## config.mk

```make
export PLATFORM = sky130hd
export DESIGN_NAME = apb_sram_bridge
export DESIGN_NICKNAME = d
export VERILOG_FILES = /design/src/rtl/apb_sram_bridge.sv
export SDC_FILE = /design/constraint.sdc
export NUM_CORES = 1
export LEC_CHECK = 0
export ABC_AREA = 0
export BUFFER_PORTS_ARGS = -buffer_cell sky130_fd_sc_hd__buf_2
export CAP_MARGIN = 30
export CORE_AREA = 2 2 73 75
export DETAILED_ROUTE_END_ITERATION = 6
export DIE_AREA = 0 0 75 77
export MAX_ROUTING_LAYER = met4
export RECOVER_POWER = 100
export SLEW_MARGIN = 0
export SYNTH_ARGS = -nofsm -noshare
export SYNTH_HDL_FRONTEND = slang
export SYNTH_SLANG_ARGS = --single-unit
export TNS_END_PERCENT = 50
```

## constraint.sdc

```tcl
create_clock -name pclk -period 1.7 [get_ports pclk]
set_input_delay 0.34 -clock pclk [delete_from_list [all_inputs] [get_ports pclk]]
set_output_delay 0.34 -clock pclk [all_outputs]
set_load 0.03 [all_outputs]
```

## src/rtl/apb_sram_bridge.sv

```systemverilog
// apb_sram_bridge: APB3 slave to single-port synchronous SRAM bridge.
// Programmable SRAM read latency (PREADY wait states), 32/64-bit SRAM width
// with byte-lane steering, and an address-window check reporting PSLVERR.
// Ports:
//   pclk, preset              clock, synchronous active-high reset
//   psel/penable/pwrite       APB control
//   paddr/pstrb/pwdata        APB address, write strobes, write data
//   prdata/pready/pslverr     APB response
//   mem_cen/mem_wen           SRAM chip enable / per-byte write enable (active-low)
//   mem_addr/mem_wdata        SRAM word address / write data
//   mem_rdata                 SRAM read data
module apb_sram_bridge #(
   parameter int unsigned   AW     = 32,
   parameter int unsigned   M_AW   = 13,
   parameter int unsigned   M_DW   = 32,
   parameter int unsigned   RD_LAT = 1,
   parameter logic [AW-1:0] BASE   = '0,
   localparam int unsigned  LB     = (M_DW == 64) ? 3 : 2
) (
   input  logic                pclk,
   input  logic                preset,
   input  logic                psel,
   input  logic                penable,
   input  logic                pwrite,
   input  logic [AW-1:0]       paddr,
   input  logic [3:0]          pstrb,
   input  logic [31:0]         pwdata,
   output logic [31:0]         prdata,
   output logic                pready,
   output logic                pslverr,
   output logic                mem_cen,
   output logic [M_DW/8-1:0]   mem_wen,
   output logic [M_AW-LB-1:0]  mem_addr,
   output logic [M_DW-1:0]     mem_wdata,
   input  logic [M_DW-1:0]     mem_rdata
);

   localparam int unsigned NB = M_DW / 8;
   localparam int unsigned CW = 2;

   typedef enum logic [1:0] {IDLE, WR, RD_WAIT, ERR} state_t;

   state_t        state;
   logic [CW-1:0] cnt;
   logic          setup;
   logic          in_range;
   logic          access;
   logic          lane_hi;
   logic          rd_done;
   logic [31:0]   rd_lane;
   logic          unused_addr;

   // Setup phase is only honoured in IDLE; reset gates the SRAM strobe
   assign setup    = psel & ~penable;
   assign in_range = (paddr[AW-1:M_AW] == BASE[AW-1:M_AW]);
   assign access   = ~preset & setup & in_range & (state == IDLE);

   assign mem_cen   = ~access;
   assign mem_addr  = paddr[M_AW-1:LB];
   assign mem_wdata = {(M_DW/32){pwdata}};

   // Byte lanes outside the selected 32-bit half are never written
   for (genvar i = 0; i < NB; i++) begin : g_wen
      assign mem_wen[i] = ~(access & pwrite & pstrb[i % 4] & ((i >= 4) == lane_hi));
   end

   // Half-word select for the 64-bit SRAM; captured at setup for the read return
   if (M_DW == 64) begin : g_w64
      logic lsel;
      always_ff @(posedge pclk) begin
         if (preset)
            lsel <= 1'b0;
         else if (setup && (state == IDLE))
            lsel <= paddr[2];
      end
      assign lane_hi = paddr[2];
      assign rd_lane = lsel ? mem_rdata[63:32] : mem_rdata[31:0];
   end else begin : g_w32
      assign lane_hi = 1'b0;
      assign rd_lane = mem_rdata[31:0];
   end

   assign unused_addr = ^paddr[LB-1:0];

   // Transfer sequencing
   always_ff @(posedge pclk) begin
      if (preset) begin
         state <= IDLE;
         cnt   <= '0;
      end else begin
         case (state)
            IDLE: begin
               if (setup) begin
                  if (!in_range)
                     state <= ERR;
                  else if (pwrite)
                     state <= WR;
                  else begin
                     state <= RD_WAIT;
                     cnt   <= CW'(RD_LAT - 1);
                  end
               end
            end
            WR, ERR: state <= IDLE;
            RD_WAIT: begin
               if (!psel || (cnt == '0))
                  state <= IDLE;
               else
                  cnt <= cnt - 1'b1;
            end
            default: state <= IDLE;
         endcase
      end
   end

   // Response decoded from the registered state; a dropped psel suppresses it
   assign rd_done = (state == RD_WAIT) && (cnt == '0);
   assign pready  = ~preset & psel & ((state == WR) | (state == ERR) | rd_done);
   assign pslverr = ~preset & psel & (state == ERR);
   assign prdata  = (~preset & psel & rd_done) ? rd_lane : 32'h0;

endmodule

```

# ---- Yosys cells after proc, flatten, opt, wreduce, memory -nomap -nowiden
# Cells that the tools add are included.
dict set report word_totals {
  out_inout_bits 82
  register_bits 4
  wordCells 54
  in_bits 105
}
dict set report classes {
  n_eq_ne 8
  reduce_logical 10
  addsub 1
  bitwise_logic 22
  muxes 11
}
# op n
set op_table {}
lappend op_table {{$mux W32} 1}
lappend op_table {{$logic_not A19 Y1} 1}
lappend op_table {{$mux W2} 8}
lappend op_table {{$and A1 B1 Y1} 13}
lappend op_table {{$ne A2 B2 Y1 const B} 5}
lappend op_table {{$not A1 Y1} 7}
lappend op_table {{$pmux W2 S3} 1}
lappend op_table {{$reduce_and A5 Y1} 1}
lappend op_table {{$eq A2 B2 Y1 const B} 2}
lappend op_table {{$logic_not A2 Y1} 2}
lappend op_table {{$pmux W2 S2} 1}
lappend op_table {{$eq A2 B1 Y1 const B} 1}
lappend op_table {{$or A1 B1 Y1} 2}
lappend op_table {{$reduce_and A2 Y1} 1}
lappend op_table {{$reduce_bool A2 Y1} 1}
lappend op_table {{$reduce_or A2 Y1} 1}
lappend op_table {{$sub A2 B1 Y2 const B} 1}
lappend op_table {{$logic_and A1 B1 Y1} 1}
lappend op_table {{$logic_not A1 Y1} 1}
lappend op_table {{$logic_or A1 B1 Y1} 1}

# ---- Depth between registers and ports, before layout
# Gate-level depths: netlist of the first run.
dict set report logic_depth {
  word_depth 8
  mapped_depth 6
  ltp_nobuf 5
}

# ---- Worst setup path after synthesis of the first run
# No wires, ideal clock.
dict set report synth_timing {
  path_kind {input to output}
  startpoint {input paddr[23]}
  endpoint {output mem_wen[0]}
  stages 5
  path_slack_ns 0.002
  arrival_time_ns 1.358
  path_cell_list {nor4_1 > nand3_1 > nor2_1 > and3_1 > nand2_1}
}
dict set report synth_via {
  elab_chain_len 6
}
# item line
set synth_lines {}
lappend synth_lines {{start, declared} 25} ;# input logic [AW-1:0] paddr,
lappend synth_lines {{$logic_not A19 Y1} 55} ;# assign in_range = (paddr[AW-1:M_AW] == BASE[AW-1:M_AW]);
lappend synth_lines {{$and A1 B1 Y1 (2 in a row)} 56} ;# assign access = ~preset & setup & in_range & (state == IDLE);
lappend synth_lines {{$and A1 B1 Y1 (2 in a row)} 64} ;# assign mem_wen[i] = ~(access & pwrite & pstrb[i % 4] & ((i >= 4) == lane_hi));
lappend synth_lines {{$not A1 Y1} 64}
lappend synth_lines {{end, declared} 32} ;# output logic [M_DW/8-1:0] mem_wen,
# No other way between the ends.

# ---- Worst setup path in the final report of the first run
dict set report layout_timing {
  startpoint {register cnt[0]}
  endpoint {output prdata[28]}
}
dict set report layout_via {
  elab_chain_len 4
}
# item line
set layout_lines {}
lappend layout_lines {{start, declared} 44} ;# logic [CW-1:0] cnt;
lappend layout_lines {{start signal, assigned} 100} ;# cnt <= CW'(RD_LAT - 1);
lappend layout_lines {{start signal, assigned} 109} ;# cnt <= cnt - 1'b1;
lappend layout_lines {{$logic_not A2 Y1} 117} ;# assign rd_done = (state == RD_WAIT) && (cnt == '0);
lappend layout_lines {{$logic_and A1 B1 Y1} 117}
lappend layout_lines {{$and A1 B1 Y1} 120} ;# assign prdata = (~preset & psel & rd_done) ? rd_lane : 32'h0;
lappend layout_lines {{$mux W32} 120}
lappend layout_lines {{end, declared} 28} ;# output logic [31:0] prdata,
# No other way between the ends.

==> results.py, run 1 <==
metrics = {
    "power": {
        "pwr_density_cell_mw_per_mm2": 270,
        "power.switching_mw": 0.129,
        "seqPwrFrac": 0.206,
        "power.total_mw": 0.481,
        "ir_drop_mv": 0.393,
        "p_leak_nw": 0.860,
        "swShare": 0.267,
        "pwr-share-comb": 0.370,
        "pwr-share-clk": 0.424,
        "power.internal_mw": 0.353,
    },
    "setup_path": {
        "crit_chain": "inv_2 -> ha_4 -> and3_4 -> clkbuf_16 -> and2_4 -> buf_6",
        "critPathLaunchType": "register",
        "critPathMaxFanout": 8,
        "cp_slowest_stage_delay_ps": 310,
        "required_ps": 1360,
        "worstPathArrival_ps": 1440,
        "end_kind": "output port",
        "crit_type": "register to output port",
        "crit_slowest_cell": "dfxtp_2",
    },
    "cts": {
        "clock_path_buffers": 2,
        "hold_buffers": 0,
        "cts_tree": "done",
        "cts_buffers": 3,
        "cts.sinks": 4,
        "path_clk_slew_ps": 30,
        "clockRootBuffer": "clkbuf_8",
        "htree_levels": 1,
        "clk_latency_ps": 220,
    },
    "global_route": {
        "grt_pass1_vias": 957,
        "antenna_found_initial": 0,
        "grt_first_pass_wirelength_um": 4120,
        "grt_use_total": 0.0959,
        "grt-ovfl-total": 0,
        "grt_max_degree": 18,
    },
    "detailed_routing": {
        "dr.pass1.iters": 2,
        "vias": 1061,
        "drc": 0,
        "wl_per_cell_um": 13.8,
        "wirelength_um": 3570,
        "vias_per_cell": 4.11,
        "ant_nets": 0,
        "drt_iter0_drc": 5,
    },
    "sta": {
        "worst_pin_slew_ps": 326,
        "setup_viol_count_final": 37,
        "drv_slew": 0,
        "hold_viol_final": 0,
        "fin_skew_ps": 0.952,
        "period_needed_ps": 1780,
        "worst_hold_slack_ps": 418,
        "timing.final.crit_share": 1.05,
        "fmax_ghz": 0.562,
        "rsz0062_at_grt": "yes",
        "worst_slew_margin_rel": 0.782,
        "setup_ws_ps": -78.3,
    },
    "min_path": {
        "worstHoldPathType": "input pin to register",
    },
    "flow_run": {
        "drv_cap": 0,
    },
    "placed_design": {
        "post_dp_cell_area_mm2": 0.00115,
        "place_ws_ps": -128,
        "io_buffers": 98,
        "hpwl_um": 2410,
        "gp_congestion": 0.757,
    },
    "layout": {
        "area_delta_synth_final_pct": 107,
        "nets": 296,
        "drive_gt1_frac": 0.920,
        "final_common_cell": "buf_2",
        "finalCoreUtilization": 0.358,
        "antenna_cells": 0,
        "final_area_mm2": 0.00178,
        "layout_common_cells": "54 x buf_2, 44 x buf_6, 33 x and2_4",
    },
    "floorplan": {
        "io_pins": 187,
        "die_y_um": 77,
        "core_region_area_mm2": 0.00498,
        "num_rows": 26,
        "die_w_um": 75,
        "initial_utilization": 0.173,
        "dieArea_mm2": 0.00578,
    },
    "synthesis": {
        "syn-num-nets": 227,
        "syn-cell-area_um2": 862,
        "synth_seq_cells": 4,
        "synth_cell_types": 25,
        "syn_avg_cell_area_um2": 7.12,
        "netlist_instances": 121,
        "seq_area_frac_synth": 0.0929,
        "ys_warn_count": 0,
    },
    "outcome": {
        "status": "finished, violations left",
        "failed_checks": "setup timing",
    },
}
-- area by class of cell --
type	instances	area (um2)
Fill cell	493	3200
Timing Repair Buffer	111	931
Multi-Input combinational cell	67	627
Tap cell	70	87.6
Sequential cell	4	82.6
Clock buffer	3	41.3
Inverter	3	11.3
-- what timing repair did --
action	4_1_cts	5_1_grt
endpoints found under the setup margin	38	40
endpoints found under the hold margin	0	0
setup buffers	3	3
resized for setup	78	67
gates cloned	1	2
pin swaps	9	19
-- stage by stage --
stage	TNS (ps)	instances
final	-1810	258
after global routing	-3730	258
after CTS	-2020	255
after detailed placement	-582	248
after global placement	-334	248
after floorplan	0	121
-- cells in the mapped netlist --
library cell	number	area share
a21o_1	1	0.0087
and3_2	2	0.017
nand2_1	7	0.030
clkbuf_1	3	0.013
o41ai_1	1	0.010
buf_6	1	0.013
a21boi_0	1	0.0087
nor3_1	2	0.012
nor2b_2	1	0.010
nor2b_1	1	0.0073
ha_1	1	0.015
o211ai_1	1	0.0087
dfxtp_1	4	0.093
buf_4	43	0.37
and2_1	34	0.25
nor4_1	4	0.029
or3_1	1	0.0073
and3b_1	1	0.010
nor2_1	4	0.017
a21oi_1	1	0.0058
a211oi_1	1	0.0087
and3_1	1	0.0073
nand3_1	1	0.0058
inv_1	3	0.013
nor4b_4	1	0.028
-- sequential cells by signal, summed over array words and instances, names as in the netlist --
register and count:
state 2, cnt 2
-- logic make-up (layout without fill, tap and decap cells) --
group	after synthesis	count (layout)	synth area share
and+or+nand+nor	60	60	0.428
buffers and inverters	50	117	0.414
DFF	4	4	0.0929
adders and majority gates	1	1	0.0145
AOI/OAI and AO/OA	6	6	0.0508
-- routing by layer --
metal  part of all wire  vias up  GRT usage
li1                   -      480          -
met1               0.27      470     0.0589
met2               0.59       99      0.213
met3               0.12       12     0.0289
met4              0.018        0     0.0321
met5                  0        -          -
-- power groups by stage --
stage          combinational (mW)  sequential, mW  clock [mW]
2_1_floorplan               0.226          0.0991           0
3_3_place_gp                0.116          0.0993           0
6_report                    0.178          0.0993       0.204
5_1_grt                     0.190          0.0995       0.215
4_1_cts                     0.137          0.0981       0.207
3_5_place_dp                0.118          0.0994           0
-- worst max-delay path, delay by kind of cell, from the launching register on --
kind,cells,cell delay [ps]
AND/OR/NAND/NOR,2,410
buffers and inverters,3,360
flip-flops,1,310
adder cells (fa/ha/maj),1,130
-- path summary, 6_finish.rpt --
check / start / endpoint / slack (ps) / cells past startpoint
max: cnt[0] / prdata[28] / -80 / 6
min: preset / cnt[0] / 420 / 3
max reg2reg: state[0] / cnt[0] / 280 / 5
min reg2reg: cnt[0] / cnt[0] / 510 / 3
Note: power is estimated with default switching activity, not from simulation.
==> inputs of run 2 (changes only) <==
--- a/config.mk
+++ b/config.mk
@@ -12,6 +12,7 @@
 export DETAILED_ROUTE_END_ITERATION = 6
 export DIE_AREA = 0 0 75 77
 export MAX_ROUTING_LAYER = met4
+export PLACE_DENSITY_LB_ADDON = 0.08
 export RECOVER_POWER = 100
 export SLEW_MARGIN = 0
 export SYNTH_ARGS = -nofsm -noshare
==> run 2 against run 1 <==
- the flow still finishes with violations (setup timing)
- hold slack improved by 16 ps
- count of clock-buffer cells in the layout did not move
- critical path type is now input pin to output port
- total power shrank 4.5%
==> results.py, run 2 (synthesized netlist as in run 1, its figures left out) <==
metrics = {
    "outcome": {
        "status": "finished, violations left",
        "failed_checks": "setup timing",
    },
    "layout": {
        "nets": 300,
        "antenna_cells": 0,
        "layout_common_cells": "55 x buf_2, 52 x buf_6, 32 x and2_4",
        "drive_gt1_frac": 0.896,
        "final_common_cell": "buf_2",
        "area_delta_synth_final_pct": 103,
        "final_area_mm2": 0.00175,
        "reg.largest.list": "cnt (2), state (2)",
    },
    "sta": {
        "worst_pin_slew_ps": 263,
        "rsz0062_at_grt": "yes",
        "timing.final.crit_share": 1.02,
        "setup_ws_ps": -35.9,
        "worst_slew_margin_rel": 0.824,
        "fmax_ghz": 0.576,
        "hold_viol_final": 0,
        "worst_hold_slack_ps": 434,
        "fin_skew_ps": 1.11,
        "setup_viol_count_final": 12,
        "drv_slew": 0,
        "period_needed_ps": 1740,
    },
    "power": {
        "ir_drop_mv": 0.0983,
        "power.total_mw": 0.460,
        "pwr-share-comb": 0.352,
        "power.switching_mw": 0.116,
        "seqPwrFrac": 0.216,
        "pwr-share-clk": 0.432,
        "p_leak_nw": 0.866,
        "swShare": 0.253,
        "power.internal_mw": 0.344,
        "pwr_density_cell_mw_per_mm2": 263,
    },
    "cts": {
        "htree_levels": 1,
        "hold_buffers": 0,
        "clk_latency_ps": 220,
        "cts.sinks": 4,
        "cts_tree": "done",
        "path_clk_slew_ps": 30,
        "cts_buffers": 3,
        "clock_path_buffers": 2,
        "clockRootBuffer": "clkbuf_8",
    },
    "setup_path": {
        "crit_buf_inv": 2,
        "end_kind": "output port",
        "crit_slowest_cell": "nor4_2",
        "crit_chain": "buf_6 -> nor4_2 -> nand2_1 -> nor2_4 -> and3_4 -> nand2_2 -> buf_6",
        "required_ps": 1360,
        "critPathMaxFanout": 4,
        "critPathLaunchType": "input pin",
        "path_delay_family": "simple AND/OR/NAND/NOR gates",
        "path_common_cell": "buf_6",
        "worstPathArrival_ps": 1400,
        "crit_type": "input pin to output port",
        "cp_slowest_stage_delay_ps": 250,
    },
    "detailed_routing": {
        "vias_per_cell": 3.97,
        "drt_iter0_drc": 19,
        "wirelength_um": 3050,
        "ant_nets": 0,
        "dr.pass1.iters": 3,
        "drc": 0,
        "vias": 1039,
        "wl_per_cell_um": 11.6,
    },
    "floorplan": {
        "die_w_um": 75,
        "dieArea_mm2": 0.00578,
        "die_y_um": 77,
        "initial_utilization": 0.173,
        "core_region_area_mm2": 0.00498,
        "num_rows": 26,
        "io_pins": 187,
    },
    "global_route": {
        "grt-ovfl-total": 0,
        "grt_pass1_vias": 1015,
        "grt_use_total": 0.0959,
        "grt_first_pass_wirelength_um": 4210,
        "grt_max_degree": 11,
        "antenna_found_initial": 0,
    },
    "placed_design": {
        "io_buffers": 98,
        "gp_congestion": 0.636,
        "place_ws_ps": -136,
        "hpwl_um": 2200,
        "post_dp_cell_area_mm2": 0.00115,
    },
    "flow_run": {
        "drv_cap": 0,
    },
    "min_path": {
        "worstHoldPathType": "input pin to register",
    },
}
==> run 2: per-stage QoR <==
| step | util | setup TNS, ps | cells |
|---|---|---|---|
| 2_1_floorplan | - | 0 | 121 |
| 3_3_place_gp | 0.232 | -3160 | 250 |
| 3_5_place_dp | 0.232 | -2860 | 250 |
| 4_1_cts | 0.326 | -396 | 262 |
| 5_1_grt | 0.351 | -2230 | 262 |
| 6_report | 0.351 | -165 | 262 |
==> run 2: metal layers <==
layer,wire length (um),GRT usage,share of wire,vias to the layer above
met5,0,-,0,-
met4,53,0.0446,0.017,0
met3,454,0.0342,0.15,10
met2,1640,0.183,0.54,95
met1,908,0.0770,0.30,449
li1,-,-,-,485
==> run 2: power by group through the flow <==
| stage | Sequential (mW) | Combinational (mW) | Clock, mW |
|---|---|---|---|
| 3_3_place_gp | 0.0995 | 0.117 | 0 |
| 2_1_floorplan | 0.0991 | 0.226 | 0 |
| 6_report | 0.0992 | 0.162 | 0.199 |
| 5_1_grt | 0.0996 | 0.175 | 0.211 |
| 4_1_cts | 0.0992 | 0.144 | 0.205 |
| 3_5_place_dp | 0.0995 | 0.118 | 0 |
==> run 2: layout make-up <==
class                   instances  area (um2)
fillers                       524        3230
clock buffers                   3        41.3
well taps                      70        87.6
flip-flops and latches          4        82.6
inverters                       3        11.3
repair buffers                115         921
multi-input cells              67         604
==> run 2: path summary, 6_finish.rpt <==
| check | startpoint | end | slack, ps | depth (start not counted) |
|---|---|---|---|---|
| worst min-delay path | preset | cnt[0] | 430 | 3 |
| worst max-delay path | paddr[20] | mem_wen[3] | -40 | 7 |
| worst max register to register | state[0] | cnt[0] | 360 | 5 |
| worst min register to register | cnt[1] | cnt[1] | 490 | 2 |
==> run 2: timing repair <==
action                                  CTS  global route
endpoints found under the setup margin   38            40
resized for setup                       112            38
hold endpoints to repair                  0             0
setup buffers                             7             3
gates cloned                              2             1
pin swaps                                12            39
==> run 2: worst reg2reg max path, cell delays in order (launching register included) <==
cell     delay (ps)
dfxtp_1         410
nor3_2           70
and2_1          160
nor4b_4         140
or3_1           360
a21oi_1         130
==> inputs of run 3 (changes only) <==
--- a/config.mk
+++ b/config.mk
@@ -14,7 +14,7 @@
 export MAX_ROUTING_LAYER = met4
 export PLACE_DENSITY_LB_ADDON = 0.08
 export RECOVER_POWER = 100
-export SLEW_MARGIN = 0
+export SKIP_LAST_GASP = 1
 export SYNTH_ARGS = -nofsm -noshare
 export SYNTH_HDL_FRONTEND = slang
 export SYNTH_SLANG_ARGS = --single-unit
==> run 3 against run 2 <==
- the run still ends with setup timing left
- global-route usage fell by 0.35 points
- final cell count unchanged
- via count did not move
- wire length fell by 1.7%
- total power decreased by 1.5%
- largest cell class unchanged
==> results.py, run 3 (synthesized netlist as in run 1, its figures left out) <==
metrics = {
    "outcome": {
        "status": "finished, violations left",
        "failed_checks": "setup timing",
    },
    "setup_path": {
        "end_kind": "output port",
        "crit_slowest_cell": "nor4_2",
        "required_ps": 1360,
        "regToRegSetupSlack_ps": 340,
        "reg2reg_depth": 5,
        "worstSetupEndpoint": "mem_wen[3]",
        "cp_slowest_stage_delay_ps": 260,
        "critPathMaxFanout": 4,
        "crit_type": "input pin to output port",
        "critPathLaunchType": "input pin",
        "startpoint": "paddr[20]",
        "r2r_end": "cnt[0]",
        "worstPathArrival_ps": 1410,
        "reg2reg_from": "state[0]",
        "crit_chain": "buf_2 -> nor4_2 -> nand2_1 -> nor2_4 -> and3_4 -> nand2_2 -> buf_6",
    },
    "global_route": {
        "grt_first_pass_wirelength_um": 4060,
        "grt_use_total": 0.0924,
        "grt_pass1_vias": 982,
        "grt-ovfl-total": 0,
        "grt_max_degree": 11,
        "antenna_found_initial": 0,
    },
    "sta": {
        "timing.final.crit_share": 1.03,
        "setup_ws_ps": -50.1,
        "worst_slew_margin_rel": 0.821,
        "drv_slew": 0,
        "rsz0062_at_grt": "yes",
        "setup_viol_count_final": 21,
        "hold_viol_final": 0,
        "fin_skew_ps": 1.47,
        "worst_pin_slew_ps": 267,
        "worst_hold_slack_ps": 434,
        "fin_setup_tns_ps": -305,
        "period_needed_ps": 1750,
        "fmax_ghz": 0.571,
    },
    "floorplan": {
        "core_region_area_mm2": 0.00498,
        "die_w_um": 75,
        "io_pins": 187,
        "num_rows": 26,
        "dieArea_mm2": 0.00578,
        "initial_utilization": 0.173,
        "die_y_um": 77,
    },
    "power": {
        "ir_drop_mv": 0.0983,
        "power.switching_mw": 0.115,
        "p_leak_nw": 0.841,
        "power.total_mw": 0.453,
        "seqPwrFrac": 0.219,
        "swShare": 0.253,
        "pwr_density_cell_mw_per_mm2": 269,
        "pwr-share-comb": 0.341,
        "power.internal_mw": 0.338,
        "pwr-share-clk": 0.440,
    },
    "placed_design": {
        "place_ws_ps": -136,
        "io_buffers": 98,
        "post_dp_cell_area_mm2": 0.00115,
        "hpwl_um": 2200,
        "gp_congestion": 0.636,
        "placedCellCount": 250,
    },
    "layout": {
        "multi_input_area_um2": 572,
        "fin_cells": 262,
        "final_area_mm2": 0.00168,
        "regArea_um2": 82.6,
        "finalCoreUtilization": 0.338,
        "nets": 300,
        "antenna_cells": 0,
        "drive_gt1_frac": 0.828,
        "final_common_cell": "buf_2",
        "area_delta_synth_final_pct": 94.9,
        "reg.largest.list": "cnt (2), state (2)",
        "layout_common_cells": "57 x buf_2, 44 x buf_6, 19 x and2_4",
        "fillCellCount": 533,
    },
    "detailed_routing": {
        "drt_iter0_drc": 17,
        "ant_nets": 0,
        "vias": 1039,
        "dr.pass1.iters": 3,
        "wl_per_cell_um": 11.5,
        "vias_per_cell": 3.97,
        "drc": 0,
        "wirelength_um": 3000,
    },
    "cts": {
        "hold_buffers": 0,
        "htree_levels": 1,
        "clk_latency_ps": 220,
        "cts_buffers": 3,
        "clockRootBuffer": "clkbuf_8",
        "path_clk_slew_ps": 30,
        "clock_path_buffers": 2,
        "cts.sinks": 4,
        "cts_tree": "done",
    },
    "min_path": {
        "worstHoldPathType": "input pin to register",
    },
    "flow_run": {
        "drv_cap": 0,
    },
}
==> run 3: worst min path at each step <==
stage               startpoint      to  slack, ps  cells past startpoint
global route            preset  cnt[0]        450                      3
global placement        cnt[1]  cnt[1]        470                      2
finish                  preset  cnt[0]        430                      3
CTS                     preset  cnt[0]        430                      3
detailed placement      cnt[1]  cnt[1]        480                      2
floorplan               preset  cnt[0]        410                      1
==> run 3: critical path: cells and delay by family <==
kind,cells,cell delay (ps)
and+or+nand+nor,5,840
buffers and inverters,2,230
==> run 3: area by class of cell <==
type / instances / share of cell area
flip-flops and latches: 4 / 0.0491
clock buffers: 3 / 0.0246
well taps: 70 / 0.0521
repair buffers: 115 / 0.527
multi-input cells: 67 / 0.340
inverters: 3 / 0.00670
==> run 3: routing by layer <==
layer  up-vias  GRT usage  share of wire
li1        484          -              -
met1       450     0.0731           0.29
met2        95      0.176           0.53
met3        10     0.0342           0.16
met4         0     0.0446          0.018
met5         -          -              0
==> run 3: timing repair <==
action	4_1_cts	5_1_grt
hold endpoints to repair	0	0
gates cloned	2	1
setup buffers	7	3
gates resized for setup	94	34
pin swaps	10	23
setup endpoints to repair	38	40
==> run 3: power by group through the flow <==
stage                     clock network (mW)  registers (mW)  logic, mW
after floorplan                            0          0.0991      0.226
after global placement                     0          0.0995      0.117
after detailed placement                   0          0.0995      0.118
after CTS                              0.205          0.0992      0.140
after global routing                   0.211          0.0995      0.167
final                                  0.199          0.0993      0.154
